`src/rtl/adc_ctrl_pkg.sv`:
```
// Shared types and constants for the ADC128S022 SPI controller.
// Frame layout: 16 SCLK periods, address in bits 13..11, data in the last 12.
package adc_ctrl_pkg;

  typedef enum logic [2:0] {
    IDLE,
    CS_SETUP,
    SCLK_LO,
    SCLK_HI,
    CS_HOLD
  } state_e;

  localparam int FRAME_BITS = 16;
  localparam int DATA_BITS  = 12;
  localparam int ADDR_LSB   = 11;
  localparam int CH_BITS    = 3;

  function automatic logic [FRAME_BITS-1:0] mk_cmd(
    input logic [CH_BITS-1:0] ch
  );
    logic [FRAME_BITS-1:0] c;
    c = '0;
    c[ADDR_LSB +: CH_BITS] = ch;
    return c;
  endfunction

endpackage

```
`src/rtl/adc_128s022_ctrl_tick.sv`:
```
// adc_tick_gen: free-running divider, one-cycle tick every CLK_DIV clocks.
// Held at zero while disabled or cleared.
module adc_tick_gen #(
  parameter int CLK_DIV = 16
) (
  input  logic clk,
  input  logic rst,
  input  logic en,
  input  logic clr,
  output logic tick
);

  localparam int CW = (CLK_DIV > 2) ? $clog2(CLK_DIV) : 1;
  localparam logic [CW-1:0] TERM = CW'(CLK_DIV - 1);

  logic [CW-1:0] div_cnt_q, div_cnt_d;

  assign tick = en && (div_cnt_q == TERM);

  always_comb begin
    div_cnt_d = div_cnt_q + 1'b1;
    if (clr || !en || tick) begin
      div_cnt_d = '0;
    end
  end

  always_ff @(posedge clk or posedge rst) begin
    if (rst) begin
      div_cnt_q <= '0;
    end else begin
      div_cnt_q <= div_cnt_d;
    end
  end

endmodule

```
`src/rtl/adc_128s022_ctrl.sv`:
```
// adc_128s022_ctrl: SPI master for the ADC128S022 8-channel 12-bit ADC.
// Single-shot or round-robin scan; one tagged 12-bit result per frame.
module adc_128s022_ctrl #(
  parameter int CLK_DIV = 16
) (
  input  logic        clk,
  input  logic        reset,
  input  logic        start,
  input  logic [2:0]  channel,
  input  logic        scan_en,
  output logic        busy,
  output logic        data_valid,
  output logic [11:0] data,
  output logic [2:0]  data_ch,
  output logic        ADC_CS_N,
  output logic        ADC_SCLK,
  output logic        ADC_SADDR,
  input  logic        ADC_SDAT
);

  import adc_ctrl_pkg::*;

  localparam int BCW = $clog2(FRAME_BITS);
  localparam logic [BCW-1:0] LAST = BCW'(FRAME_BITS - 1);

  state_e state_q, state_d;

  logic [CH_BITS-1:0]    frm_ch_q, frm_ch_d;
  logic [CH_BITS-1:0]    adc_ch_q, adc_ch_d;
  logic [CH_BITS-1:0]    scan_ch_q, scan_ch_d;
  logic [CH_BITS-1:0]    data_ch_q, data_ch_d;
  logic [CH_BITS-1:0]    req_ch;
  logic [FRAME_BITS-1:0] cmd_q, cmd_d;
  logic [BCW-1:0]        bit_cnt_q, bit_cnt_d, bit_nxt;
  logic [DATA_BITS-1:0]  sh_q, sh_d;
  logic [DATA_BITS-1:0]  data_q, data_d;

  logic busy_q, busy_d;
  logic dv_q, dv_d;
  logic cs_n_q, cs_n_d;
  logic sclk_q, sclk_d;
  logic saddr_q, saddr_d;
  logic launch, tick, div_en;

  assign div_en  = (state_q != IDLE);
  assign bit_nxt = bit_cnt_q + 1'b1;

  adc_tick_gen #(
    .CLK_DIV(CLK_DIV)
  ) u_tick (
    .clk (clk),
    .rst (reset),
    .en  (div_en),
    .clr (launch),
    .tick(tick)
  );

  always_comb begin
    state_d   = state_q;
    frm_ch_d  = frm_ch_q;
    adc_ch_d  = adc_ch_q;
    scan_ch_d = scan_ch_q;
    data_ch_d = data_ch_q;
    cmd_d     = cmd_q;
    bit_cnt_d = bit_cnt_q;
    sh_d      = sh_q;
    data_d    = data_q;
    busy_d    = busy_q;
    dv_d      = 1'b0;
    cs_n_d    = cs_n_q;
    sclk_d    = sclk_q;
    saddr_d   = saddr_q;
    launch    = 1'b0;
    req_ch    = scan_en ? scan_ch_q : channel;

    unique case (state_q)
      IDLE: begin
        if (scan_en || start) begin
          launch   = 1'b1;
          frm_ch_d = req_ch;
          cmd_d    = mk_cmd(req_ch);
          busy_d   = 1'b1;
          cs_n_d   = 1'b0;
          state_d  = CS_SETUP;
        end
      end
      CS_SETUP: begin
        if (tick) begin
          sclk_d  = 1'b0;
          saddr_d = cmd_q[LAST - bit_cnt_q];
          state_d = SCLK_LO;
        end
      end
      SCLK_LO: begin
        if (tick) begin
          sclk_d  = 1'b1;
          sh_d    = {sh_q[DATA_BITS-2:0], ADC_SDAT};
          state_d = SCLK_HI;
        end
      end
      SCLK_HI: begin
        if (tick) begin
          if (bit_cnt_q == LAST) begin
            cs_n_d  = 1'b1;
            saddr_d = 1'b0;
            state_d = CS_HOLD;
          end else begin
            bit_cnt_d = bit_nxt;
            sclk_d    = 1'b0;
            saddr_d   = cmd_q[LAST - bit_nxt];
            state_d   = SCLK_LO;
          end
        end
      end
      CS_HOLD: begin
        if (tick) begin
          // ADC returns the channel addressed in the previous frame
          data_d    = sh_q;
          data_ch_d = adc_ch_q;
          adc_ch_d  = frm_ch_q;
          dv_d      = 1'b1;
          busy_d    = 1'b0;
          bit_cnt_d = '0;
          state_d   = IDLE;
          if (scan_en) begin
            scan_ch_d = frm_ch_q + 1'b1;
          end
        end
      end
      default: begin
        state_d = IDLE;
      end
    endcase
  end

  always_ff @(posedge clk or posedge reset) begin
    if (reset) begin
      state_q   <= IDLE;
      frm_ch_q  <= '0;
      adc_ch_q  <= '0;
      scan_ch_q <= '0;
      data_ch_q <= '0;
      cmd_q     <= '0;
      bit_cnt_q <= '0;
      sh_q      <= '0;
      data_q    <= '0;
      busy_q    <= 1'b0;
      dv_q      <= 1'b0;
      cs_n_q    <= 1'b1;
      sclk_q    <= 1'b1;
      saddr_q   <= 1'b0;
    end else begin
      state_q   <= state_d;
      frm_ch_q  <= frm_ch_d;
      adc_ch_q  <= adc_ch_d;
      scan_ch_q <= scan_ch_d;
      data_ch_q <= data_ch_d;
      cmd_q     <= cmd_d;
      bit_cnt_q <= bit_cnt_d;
      sh_q      <= sh_d;
      data_q    <= data_d;
      busy_q    <= busy_d;
      dv_q      <= dv_d;
      cs_n_q    <= cs_n_d;
      sclk_q    <= sclk_d;
      saddr_q   <= saddr_d;
    end
  end

  assign busy       = busy_q;
  assign data_valid = dv_q;
  assign data       = data_q;
  assign data_ch    = data_ch_q;
  assign ADC_CS_N   = cs_n_q;
  assign ADC_SCLK   = sclk_q;
  assign ADC_SADDR  = saddr_q;

endmodule

```
`config.mk`:
```
export PLATFORM = sky130hd
export DESIGN_NAME = adc_128s022_ctrl
export DESIGN_NICKNAME = d
export VERILOG_FILES = /design/src/rtl/adc_ctrl_pkg.sv /design/src/rtl/adc_128s022_ctrl_tick.sv /design/src/rtl/adc_128s022_ctrl.sv
export SDC_FILE = /design/constraint.sdc
export NUM_CORES = 1
export LEC_CHECK = 0
export BUFFER_PORTS_ARGS = -buffer_cell sky130_fd_sc_hd__clkbuf_2
export CAP_MARGIN = 20
export CORE_ASPECT_RATIO = 1.4
export CORE_UTILIZATION = 30
export DETAILED_ROUTE_END_ITERATION = 12
export REMOVE_ABC_BUFFERS = 1
export SLEW_MARGIN = 20
export SYNTH_ARGS = -nofsm -noshare
export SYNTH_HDL_FRONTEND = slang
export SYNTH_HIERARCHICAL = 1
export SYNTH_SLANG_ARGS = --single-unit
```
`constraint.sdc`:
```
create_clock -name clk -period 2.7 [get_ports clk]
set_input_delay 0.675 -clock clk [delete_from_list [all_inputs] [get_ports clk]]
set_output_delay 0.675 -clock clk [all_outputs]
set_load 0.05 [all_outputs]
```
==> impl_metrics.json, run 1 <==
{
  "status": "complete, no violations",
  "drive_gt1_share_pct": 38.7,
  "die_h_um": 106,
  "crit_type": "register to register",
  "end_kind": "register",
  "crit_chain": "or3_4 > and4_1 > and4bb_2 > buf_12 > mux2_2",
  "rsz0062_at_grt": "false",
  "grt_pass1_wl_um": 7040,
  "post-route-period-util_pct": 84.5,
  "gr-usage-all-layers_pct": 11.0,
  "cts-resized-gates": 0,
  "synth_seq_cells": 52,
  "crit_buf_inv": 1,
  "finalPower_uw": 1360,
  "synth_top_cell_by_area": "dfrtp_1",
  "min_path_type": "primary input to asynchronous set/reset pin",
  "n_fill_cell": 761,
  "tns_ns": 0,
  "cts_root_buf": "clkbuf_8",
  "grt-ovfl-total": 0,
  "die_width_um": 76.0,
  "ys_async_sr_fraction_pct": 100,
  "fin_area_um2": 2650,
  "vias_per_cell": 4.70,
  "numCtsBuffers": 5,
  "synthFlopType": "dfrtp_1",
  "drcViolationCount": 0,
  "maxSlewViolCount": 0,
  "reg2regPathDepth": 5,
  "postCtsSetupBuffers": 0,
  "cts_hold_buf": 0,
  "yosysTopAreaCellShare_pct": 54.4,
  "syn_area_per_cell_um2": 12.7,
  "cts_buffer_depth": 2,
  "wl_um": 4060,
  "yosysWarnings": 6,
  "cts_max_level": 2,
  "dp_hpwl_um": 2980,
  "areaGrowthSynthToFinish_pct": 15.3,
  "synth_cells": 181,
  "crit_fanout": 12,
  "portBuffers": 27,
  "vias": 1452,
  "multi_input_area_um2": 912,
  "fp.coreArea_um2": 7410,
  "wl_per_cell_um": 13.1,
  "finalSetupViolations": 0,
  "die-area_um2": 8020,
  "holdWs_ns": 0.241,
  "cpLargestDelayFamily": "simple AND/OR/NAND/NOR gates",
  "powerDensity_nw_per_um2": 512,
  "critPathLaunchType": "register",
  "synth_cell_type_count": 46,
  "syn-cell-area_um2": 2300,
  "synth-seq-area-share_pct": 56.7,
  "drt_iter0_drc": 195,
  "gp_congestion": 0.802,
  "tightest_slew_ns": 0.346,
  "firstDrtPassIters": 4,
  "ioPinCount": 28,
  "max_slew_margin_pct": 76.3,
  "cts_tree": "built",
  "period_needed_ns": 2.28,
  "grt_pass1_vias": 1406,
  "cts_num_sinks": 52,
  "grt_max_degree": 20,
  "antenna_cells": 0,
  "placed_cell_area_um2": 2540,
  "fmax_ghz": 0.438,
  "cts.reportedPaths.clkPinSlew_ns": 0.09,
  "antenna_left": 0,
  "vdd_ir_drop_max_uv": 402,
  "slowest_delay_ns": 0.51,
  "clock_skew_ns": 0.00496,
  "worstPathArrival_ns": 2.47,
  "rows": 37,
  "p_leak_uw": 0.00130,
  "cpMaxStageDelayCell": "dfrtp_1",
  "nets": 222,
  "finalHoldViolations": 0,
  "initial_core_util_pct": 31.0,
  "antenna_found_initial": 0,
  "worst-path-stages": 5,
  "synth_edf_count": 0,
  "crit_required_ns": 2.89,
  "seq_area_um2": 1300,
  "synth_area_leaders": "dfrtp_1 (54%), mux2_2 (15%), nand2_1 (2.4%), dfstp_2 (2.3%), ha_1 (1.6%)",
  "insertion_delay_ns": 0.30,
  "maxCapViolCount": 0
}
[final timing paths]
kind / from / endpoint / slack (ns)
max in group asynchronous: reset / sh_q[11]$_DFFE_PP0P_ / 1.86
min in group clk: ADC_CS_N$_DFFE_PP1P_ / ADC_CS_N$_DFFE_PP1P_ / 0.46
hold / removal: reset / u_tick/div_cnt_q[0]$_DFF_PP0_ / 0.24
hold reg to reg: ADC_CS_N$_DFFE_PP1P_ / ADC_CS_N$_DFFE_PP1P_ / 0.46
setup / recovery: state_q[2]$_DFFE_PP0P_ / data[9]$_DFFE_PP0P_ / 0.42
setup reg to reg: state_q[2]$_DFFE_PP0P_ / data[9]$_DFFE_PP0P_ / 0.42
[power breakdown]
part	switching, µW	total, µW	internal (µW)
clock network	257	537	280
logic	22.7	34.1	11.3
registers	4.51	786	781
total	284	1360	1070
[cell usage in the layout (no fill, tap or decap), types with 4 or more instances in the layout]
cell type / instances
dfrtp_1: 50
mux2_2: 31
clkbuf_2: 27
nand2_1: 15
nor2_1: 9
o21ai_0: 7
clkbuf_8: 5
inv_1: 4
buf_4: 4
[kinds of logic (layout without fill, tap and decap cells)]
group	count (synthesis)	after routing	share of synthesized area, %
mux	34	34	16.5
xor+xnor	4	4	1.52
buf+inv	14	45	3.65
fa+ha+maj	3	3	1.63
flops	52	52	56.7
simple gates	50	50	12.5
compound gates	24	24	7.56
[synthesized netlist by cell type (3+ instances only)]
master and n:
and2_1 3, xnor2_1 3, nand2_1 15, mux2_2 31, nand3b_1 3, mux2i_1 3
o21ai_2 3, dfrtp_1 50, ha_1 3, buf_4 4, nor2_1 9, inv_1 5
o21ai_0 7
[metrics by stage]
step           setup WS [ns]  util [%]  instances
2_1_floorplan          0.523         -        172
3_3_place_gp           0.469      34.3        301
3_5_place_dp           0.434      34.3        301
4_1_cts                0.419      35.8        309
5_1_grt                0.259      35.8        309
6_report               0.418      35.8        309
[final cells by class]
cell class	instances	share of cell area, %
Clock inverter	2	1.46
Multi-Input combinational cell	115	34.4
Clock buffer	6	2.74
Tap cell	97	4.58
Sequential cell	52	49.2
Timing Repair Buffer	32	6.98
Inverter	5	0.708
[flip-flops by register name (all words and copies together) (netlist names), 4 cells and up]
name              flops
u_tick/div_cnt_q      4
data                 12
sh_q                 12
bit_cnt_q             4
[metal layers]
layer | wire (µm) | share of wire (%) | global-route usage [%] | up-vias
li1 | - | - | - | 700
met1 | 1800 | 44 | 14.1 | 718
met2 | 2010 | 49 | 17.7 | 29
met3 | 183 | 4.5 | 2.86 | 5
met4 | 66 | 1.6 | 4.67 | 0
met5 | 0 | 0 | 0 | -
Note: power is estimated with default switching activity, not from simulation.
==> run 2: changes to the inputs <==
==> constraint.sdc (replaced) <==
create_clock -name clk -period 1.97 [get_ports clk]
set_input_delay 0.4925 -clock clk [delete_from_list [all_inputs] [get_ports clk]]
set_output_delay 0.4925 -clock clk [all_outputs]
set_load 0.05 [all_outputs]
==> run 2 against run 1 <==
Compared with the run above: sequential share of layout area shrank 1.1 points; critical path depth did not move; hold slack got worse by 0.18 ns; utilization rose by 0.84 points; first-iteration DRC count shrank 78%; clock power rose by 34%; flip-flop and latch count stayed put; clock skew grew 0.0028 ns; maximum frequency rose by 21%; sequential power rose by 37%; largest cell class unchanged.
==> impl_metrics.json, run 2 (synthesis gave the netlist of run 1 again) <==
{
  "fin_area_um2": 2720,
  "maxCapViolCount": 0,
  "drcViolationCount": 0,
  "die_h_um": 106,
  "maxSlewViolCount": 0,
  "r2r_setup_slack_ns": 0.08,
  "tightest_slew_ns": 0.329,
  "critPathLaunchType": "register",
  "vias_per_cell": 4.70,
  "insertion_delay_ns": 0.30,
  "finalHoldViolations": 0,
  "wl_per_cell_um": 13.2,
  "die-area_um2": 8020,
  "die_width_um": 76.0,
  "ioPinCount": 28,
  "post-route-period-util_pct": 95.9,
  "grt_pass1_vias": 1579,
  "portBuffers": 27,
  "status": "complete, no violations",
  "crit_chain": "or3_4 > and4_2 > and4bb_2 > buf_12 > mux2_2",
  "reg2regPathDepth": 5,
  "worstReg2RegStart": "state_q[1]$_DFFE_PP0P_",
  "numCtsBuffers": 5,
  "cts_root_buf": "clkbuf_8",
  "layout_commonest_cell": "dfrtp_1",
  "areaGrowthSynthToFinish_pct": 18.1,
  "initial_core_util_pct": 31.0,
  "postCtsSetupBuffers": 0,
  "vdd_ir_drop_max_uv": 592,
  "clock_skew_ns": 0.00778,
  "pre_cts_ws_ns": 0.0909,
  "firstDrtPassIters": 4,
  "fp.coreArea_um2": 7410,
  "powerDensity_nw_per_um2": 680,
  "crit_required_ns": 2.16,
  "crit_fanout": 14,
  "cts-resized-gates": 0,
  "cts.reportedPaths.clkPinSlew_ns": 0.10,
  "p_leak_uw": 0.00133,
  "grt_pass1_wl_um": 7230,
  "cts_max_level": 2,
  "antenna_left": 0,
  "gr-usage-all-layers_pct": 11.4,
  "n_fill_cell": 776,
  "layout_common_cells": "dfrtp_1 (50), mux2_2 (31), clkbuf_2 (27)",
  "cts_num_sinks": 52,
  "multi_input_area_um2": 913,
  "cts_buffer_depth": 2,
  "worstPathArrival_ns": 2.08,
  "seq_area_um2": 1300,
  "period_needed_ns": 1.89,
  "drive_gt1_share_pct": 41.3,
  "placed_cell_area_um2": 2600,
  "timing.rr.end": "data[9]$_DFFE_PP0P_",
  "dp.cells": 307,
  "drt_iter0_drc": 43,
  "cts_hold_buf": 0,
  "dp_hpwl_um": 3170,
  "end_kind": "register",
  "crit_type": "register to register",
  "fmax_ghz": 0.529,
  "grt_max_degree": 38,
  "nets": 228,
  "grt-ovfl-total": 0,
  "rows": 37,
  "layout_setup_ws_ns": 0.0807,
  "rsz0062_at_grt": "false",
  "max_slew_margin_pct": 77.5,
  "fin_cells": 315,
  "cpMaxStageDelayCell": "dfrtp_1",
  "wl_um": 4160,
  "antenna_cells": 0,
  "cts_tree": "built",
  "slowest_delay_ns": 0.41,
  "min_path_type": "primary input to asynchronous set/reset pin",
  "finalSetupViolations": 0,
  "vias": 1479,
  "gp_congestion": 0.765,
  "antenna_found_initial": 0
}
[run 2: cell count changes in the layout (fill, tap and decap cells not counted), sizes merged]
cell	previous run	this run
buf	5	11
clkbuf	33	32
clkinv	0	1
clkinvlp	0	1
inv	6	5
[run 2: power by group]
group	switching [µW]	leakage [µW]	internal, µW
Sequential	5.92	0.000695	1070
Combinational	31.8	0.000579	17.0
Clock	344	0.0000541	376
Total	382	0.00133	1460
[run 2: worst max-delay path by stage]
stage | start | to | slack [ns] | cells past startpoint
floorplan | state_q[2]$_DFFE_PP0P_ | sh_q[0]$_DFFE_PP0P_ | -0.21 | 5
global placement | state_q[1]$_DFFE_PP0P_ | scan_ch_q[1]$_DFFE_PP0P_ | 0.13 | 5
detailed placement | u_tick/div_cnt_q[0]$_DFF_PP0_ | sh_q[7]$_DFFE_PP0P_ | 0.09 | 6
CTS | u_tick/div_cnt_q[0]$_DFF_PP0_ | sh_q[7]$_DFFE_PP0P_ | 0.07 | 6
global route | u_tick/div_cnt_q[0]$_DFF_PP0_ | sh_q[7]$_DFFE_PP0P_ | 0.003 | 6
finish | state_q[1]$_DFFE_PP0P_ | data[9]$_DFFE_PP0P_ | 0.08 | 5
[run 2: routing by layer]
metal,global-route usage (%),wire [µm],share of wire (%)
met5,0,0,0
met1,12.7,1800,43
met4,4.40,69,1.7
met2,20.7,2130,51
met3,2.77,163,3.9
[run 2: metrics by stage]
step | hold WS (ns) | utilization [%] | TNS, ns | power, µW
global route | 0.0640 | 36.7 | 0 | 1910
detailed placement | 0.395 | 35.1 | 0 | 1150
CTS | 0.0600 | 36.6 | 0 | 1870
finish | 0.0569 | 36.7 | 0 | 1850
global placement | 0.393 | 35.1 | 0 | 1150
floorplan | 0.259 | - | -3.02 | 1120
[run 2: layout make-up]
type	count	share of cell area, %
clock buffer	5	2.53
clock inverter	3	1.57
inverter	5	0.691
multi-input combinational	115	33.6
sequential	52	48.0
tap	97	4.47
timing repair buffer	38	9.08
[run 2: critical path: cells and delay by family, from the launching register on]
family / cells / cell delay [ns]
muxes: 1 / 0.27
and+or+nand+nor: 3 / 0.92
buffers and inverters: 1 / 0.16
DFF: 1 / 0.41
